$ cat src/rtl/rs_pipeline_sequencer.sv
// Reed-Solomon decode pipeline sequencer: tracks stage occupancy,
// pulses stage starts, gathers dones, and issues a global advance.
//
// Ports:
//   clk, rst            clock, synchronous active-high reset
//   enable              0 freezes accept/advance and the wait counter
//   flush               discards all in-flight blocks (err is kept)
//   block_valid/ready   host block handshake (ready pulses in ADV)
//   stage_done          per-stage completion (pulse or level)
//   stage_start         one-cycle start pulse to each occupied stage
//   advance             one-cycle pulse shifting all stage buffers
//   occupancy           stage i holds a valid block
//   out_valid/out_ack   decoded-buffer handshake with the host
//   err/err_clear       sticky wait timeout and its clear
//   irq                 pulse on out_valid or err rising
module rs_pipeline_sequencer #(
  parameter int NUM_STAGES     = 4,
  parameter int TIMEOUT_CYCLES = 4096
) (
  input  logic                  clk,
  input  logic                  rst,
  input  logic                  enable,
  input  logic                  flush,
  input  logic                  block_valid,
  output logic                  block_ready,
  input  logic [NUM_STAGES-1:0] stage_done,
  output logic [NUM_STAGES-1:0] stage_start,
  output logic                  advance,
  output logic [NUM_STAGES-1:0] occupancy,
  output logic                  out_valid,
  input  logic                  out_ack,
  output logic                  err,
  input  logic                  err_clear,
  output logic                  irq
);

  localparam int CW = $clog2(TIMEOUT_CYCLES);
  localparam logic [CW-1:0] CNT_MAX = CW'(TIMEOUT_CYCLES - 1);
  localparam logic [CW-1:0] CNT_PRE = CW'(TIMEOUT_CYCLES - 2);

  typedef enum logic [1:0] {
    S_IDLE,
    S_WAIT,
    S_ADV,
    S_START
  } state_t;

  state_t                state_q, state_d;
  logic [NUM_STAGES-1:0] occ_q, occ_d;
  logic [NUM_STAGES-1:0] done_q, done_d;
  logic [CW-1:0]         cnt_q, cnt_d;
  logic                  ov_q, ov_d;
  logic                  err_q, err_d;
  logic                  irq_q, irq_d;

  logic                  fire_adv;
  logic                  fire_start;
  logic [NUM_STAGES-1:0] done_acc;
  logic                  done_all;
  logic                  stall;
  logic                  go;
  logic                  expire;

  // Flush and freeze suppress the pulses of the ADV/START states.
  assign fire_adv   = (state_q == S_ADV) & enable & ~flush;
  assign fire_start = (state_q == S_START) & enable & ~flush;

  assign done_acc = done_q | stage_done;
  assign done_all = &(done_acc | ~occ_q);
  assign stall    = ov_q & occ_q[NUM_STAGES-1] & ~out_ack;
  assign go       = enable & done_all & ~stall;

  always_comb begin
    state_d = state_q;
    occ_d   = occ_q;
    done_d  = done_q;
    cnt_d   = cnt_q;
    ov_d    = ov_q;
    err_d   = err_q;
    expire  = 1'b0;

    if (err_clear) err_d = 1'b0;
    if (out_ack)   ov_d  = 1'b0;

    unique case (state_q)
      S_IDLE: begin
        if (enable & block_valid) state_d = S_ADV;
      end
      S_WAIT: begin
        done_d = done_acc;
        if (go) begin
          state_d = S_ADV;
          // The coming advance refills the decoded buffer,
          // so keep out_valid high across the ack.
          if (occ_q[NUM_STAGES-1]) ov_d = ov_q;
        end else if (enable) begin
          if (cnt_q != CNT_MAX) cnt_d = cnt_q + 1'b1;
          if (cnt_q == CNT_PRE) expire = 1'b1;
        end
      end
      S_ADV: begin
        if (enable) begin
          if (occ_q[NUM_STAGES-1]) ov_d = 1'b1;
          occ_d   = {occ_q[NUM_STAGES-2:0], block_valid};
          cnt_d   = '0;
          state_d = S_START;
        end
      end
      S_START: begin
        if (enable) begin
          done_d  = '0;
          state_d = (occ_q == '0) ? S_IDLE : S_WAIT;
        end
      end
      default: state_d = S_IDLE;
    endcase

    if (expire) err_d = 1'b1;

    if (flush) begin
      state_d = S_IDLE;
      occ_d   = '0;
      ov_d    = 1'b0;
      done_d  = '0;
      cnt_d   = '0;
    end

    irq_d = (ov_d & ~ov_q) | (err_d & ~err_q);
  end

  always_ff @(posedge clk) begin
    if (rst) begin
      state_q <= S_IDLE;
      occ_q   <= '0;
      done_q  <= '0;
      cnt_q   <= '0;
      ov_q    <= 1'b0;
      err_q   <= 1'b0;
      irq_q   <= 1'b0;
    end else begin
      state_q <= state_d;
      occ_q   <= occ_d;
      done_q  <= done_d;
      cnt_q   <= cnt_d;
      ov_q    <= ov_d;
      err_q   <= err_d;
      irq_q   <= irq_d;
    end
  end

  assign advance     = fire_adv;
  assign block_ready = fire_adv;
  assign stage_start = fire_start ? occ_q : '0;
  assign occupancy   = occ_q;
  assign out_valid   = ov_q;
  assign err         = err_q;
  assign irq         = irq_q;

endmodule
$ cat config.mk
export PLATFORM = sky130hd
export DESIGN_NAME = rs_pipeline_sequencer
export DESIGN_NICKNAME = d
export VERILOG_FILES = /design/src/rtl/rs_pipeline_sequencer.sv
export SDC_FILE = /design/constraint.sdc
export NUM_CORES = 1
export LEC_CHECK = 0
export ABC_AREA = 1
export CAP_MARGIN = 20
export CORE_ASPECT_RATIO = 1.1
export CORE_MARGIN = 2
export CORE_UTILIZATION = 59
export CTS_BUF_LIST = sky130_fd_sc_hd__clkbuf_8
export DETAILED_ROUTE_END_ITERATION = 8
export PLACE_DENSITY = 0.95
export SETUP_SLACK_MARGIN = 0.05
export SLEW_MARGIN = 30
export SYNTH_ARGS = -nofsm -noshare
export SYNTH_HDL_FRONTEND = slang
export SYNTH_SLANG_ARGS = --single-unit
$ cat constraint.sdc
create_clock -name clk -period 3 [get_ports clk]
set_clock_uncertainty 0.15 [all_clocks]
set_input_delay 0.6 -clock clk [delete_from_list [all_inputs] [get_ports clk]]
set_output_delay 0.6 -clock clk [all_outputs]
set_load 0.1 [all_outputs]
==> impl_metrics.py <==
metrics = {
    "outcome": {
        "outcome": "completed",
    },
    "drt": {
        "num_vias": 1584,
        "first_pass_iters": 4,
        "vias_per_cell": 5.54,
        "drt-wirelength-per-cell_um": 12.6,
        "drt_wl_total_um": 3600,
        "drt_iter0_drc": 105,
        "drc_errors": 0,
        "ant_nets": 0,
    },
    "critical_path": {
        "cp.arrival_ns": 1.91,
        "crit_path_start_kind": "primary input",
        "crit_type": "primary input to primary output",
        "critPathTopFamily": "buffers and inverters",
        "critical_path.max_fanout": 8,
        "cp.buffers_inverters": 2,
        "end_kind": "primary output",
        "cpMaxStageDelayCell": "clkdlybuf4s50_1",
        "r2r_setup_slack_ns": 0.97,
        "crit_required_ns": 2.25,
        "crit_chain": "clkdlybuf4s50_1 -> nand3b_1 -> nor2_2 -> buf_12",
        "cpPeakStageDelay_ns": 0.64,
    },
    "yosys": {
        "syn_area_mm2": 0.00153,
        "synth-seq-cells": 25,
        "netlist_top_cells_area": "dfxtp_1 33%, nand2_1 12%, nor2_1 8.3%",
        "ys_async_sr_fraction": 0,
        "yosysTopAreaCell": "dfxtp_1",
        "synth_enable_flop_cells": 0,
        "syn_avg_cell_area_um2": 6.59,
        "synth_fp_nets": 250,
        "synthTopCellsByCount": "49 x nand2_1, 34 x nor2_1, 25 x dfxtp_1, 23 x a21oi_1, 23 x inv_1",
        "synth.most_common_cell": "nand2_1",
        "yosysSeqAreaShare": 0.327,
        "synth.top_cell.area_share": 0.327,
        "syn_inst": 232,
        "ys_types": 31,
        "synthFlopType": "dfxtp_1",
        "yosysWarningCount": 0,
    },
    "clock_tree": {
        "cts_setup_buffers": 0,
        "cts_resized": 0,
        "clockRootBuffer": "clkbuf_8",
        "clock-sinks": 25,
        "cts_hold_buf": 0,
        "clk_latency_ns": 0.27,
        "cts_tree": "built",
        "cts_inserted_buffers": 3,
        "clk_path_buf_depth": 2,
        "clk_pin_slew_ns": 0.08,
        "h-tree-depth": 1,
    },
    "floorplanning": {
        "die_h_um": 57.4,
        "die_x_um": 52.5,
        "num_rows": 19,
        "die-area_mm2": 0.00301,
        "start_util": 0.618,
        "num_io_pins": 24,
        "coreArea_mm2": 0.00247,
    },
    "timing": {
        "fin_crit_sh": 0.888,
        "rsz0062_at_grt": "no",
        "setup_viol": 0,
        "fin_crit_ns": 2.66,
        "relSlewSlack": 0.708,
        "tightest_slew_ns": 0.438,
        "final_max_slew_viol_count": 0,
        "max_freq_ghz": 0.376,
        "hold_viol": 0,
    },
    "power_and_ir_drop": {
        "p_sw_uw": 177,
        "p_leak_nw": 0.713,
        "p_seq_frac": 0.530,
        "sw_frac_of_total": 0.277,
        "p_int_uw": 463,
        "p_clk_frac": 0.311,
        "p_total_uw": 640,
        "combPwrFrac": 0.159,
        "ir_worst_vdd_mv": 0.274,
        "power_density_mw_per_mm2": 339,
    },
    "layout": {
        "fin_cells": 286,
        "drive_above_1_share": 0.153,
        "n_antenna_cell": 0,
        "area_delta_synth_final_pct": 23.3,
        "nNetsFinal": 274,
        "final_area_mm2": 0.00189,
    },
    "global_route": {
        "grt_max_degree": 18,
        "grt_pass1_vias": 1472,
        "grt_pass1_wl_um": 6230,
        "antenna_found_initial": 0,
        "track_usage": 0.269,
        "grt-ovfl-total": 0,
    },
    "placement": {
        "place_congestion": 0.827,
        "place_area_mm2": 0.00184,
        "dp_hpwl_um": 2620,
        "port_buffers": 23,
        "dp_cells": 282,
    },
    "min_path": {
        "hold_class": "flop to flop",
    },
    "job": {
        "drv_cap": 0,
    },
}
-- worst register-to-register path: stages, from the launching register on --
cell	delay, ns
dfxtp_1	0.35
inv_1	0.11
ha_1	0.42
nor2_1	0.11
nor2_1	0.18
nand4_2	0.33
nand2_1	0.17
a21oi_1	0.08
-- power groups by stage --
stage,clock network [mW],logic [mW],registers (mW)
after global placement,0,0.0965,0.346
after detailed placement,0,0.0991,0.347
after floorplan,0,0.0606,0.353
final,0.199,0.102,0.339
after global routing,0.212,0.111,0.340
after CTS,0.202,0.101,0.339
-- cells by family (layout without fill, tap and decap cells) --
logic type      after synthesis  after routing  synth area share
fa+ha+maj                     7              7            0.0573
buf+inv                      37             60            0.0998
flops                        25             25             0.327
simple gates                118            118             0.342
compound gates               37             37             0.128
xor+xnor                      8              8            0.0458
-- area by class of cell --
| type | instances | area, um2 |
|---|---|---|
| Sequential cell | 25 | 500 |
| Clock buffer | 3 | 41.3 |
| Multi-Input combinational cell | 170 | 888 |
| Fill cell | 179 | 587 |
| Clock inverter | 1 | 5.00 |
| Timing Repair Buffer | 27 | 303 |
| Tap cell | 31 | 38.8 |
| Inverter | 29 | 109 |
-- per-layer routing --
metal  track usage  wire, um  up-vias
met5             0         0        -
met4        0.0916        54        0
met3        0.0471       249        7
met2         0.455      1790       67
met1         0.339      1510      725
li1              -         -      785
-- per-stage QoR --
step	hold WS [ns]	setup TNS [ns]	setup slack [ns]	utilization
after floorplan	0.312	-0.0165	-0.0165	-
after global placement	0.341	0	0.372	0.744
after detailed placement	0.348	0	0.337	0.744
after CTS	0.361	0	0.330	0.763
after global routing	0.390	0	0.261	0.763
final	0.361	0	0.337	0.763
-- cell usage in the layout (no fill, tap or decap), types with 2 or more instances in the layout --
cell type / n
clkdlybuf4s50_1: 10
nor2_4: 2
xor2_1: 4
ha_1: 7
clkbuf_8: 3
nand2_2: 2
xnor2_1: 4
nand4_1: 3
inv_1: 23
dfxtp_1: 25
nand3_1: 17
nor2_2: 8
nand2_1: 49
nor2_1: 29
o21ai_0: 5
inv_2: 5
nor3_1: 4
o21ai_1: 5
buf_4: 11
a21oi_1: 23
buf_12: 6
-- path summary, 6_finish.rpt --
kind / startpoint / to / cells after the start
worst max register to register: state_q[1] / cnt_q[3] / 7
worst min register to register: cnt_q[11] / cnt_q[11] / 2
worst min-delay path: cnt_q[11] / cnt_q[11] / 2
worst max-delay path: enable / stage_start[0] / 4
-- sequential cells by signal, summed over array words and instances, names as in the netlist --
name,cells
cnt_q,12
done_q,4
occupancy,4
state_q,2
err,1
irq,1
out_valid,1
No activity file was read; power rests on OpenSTA's default activity.
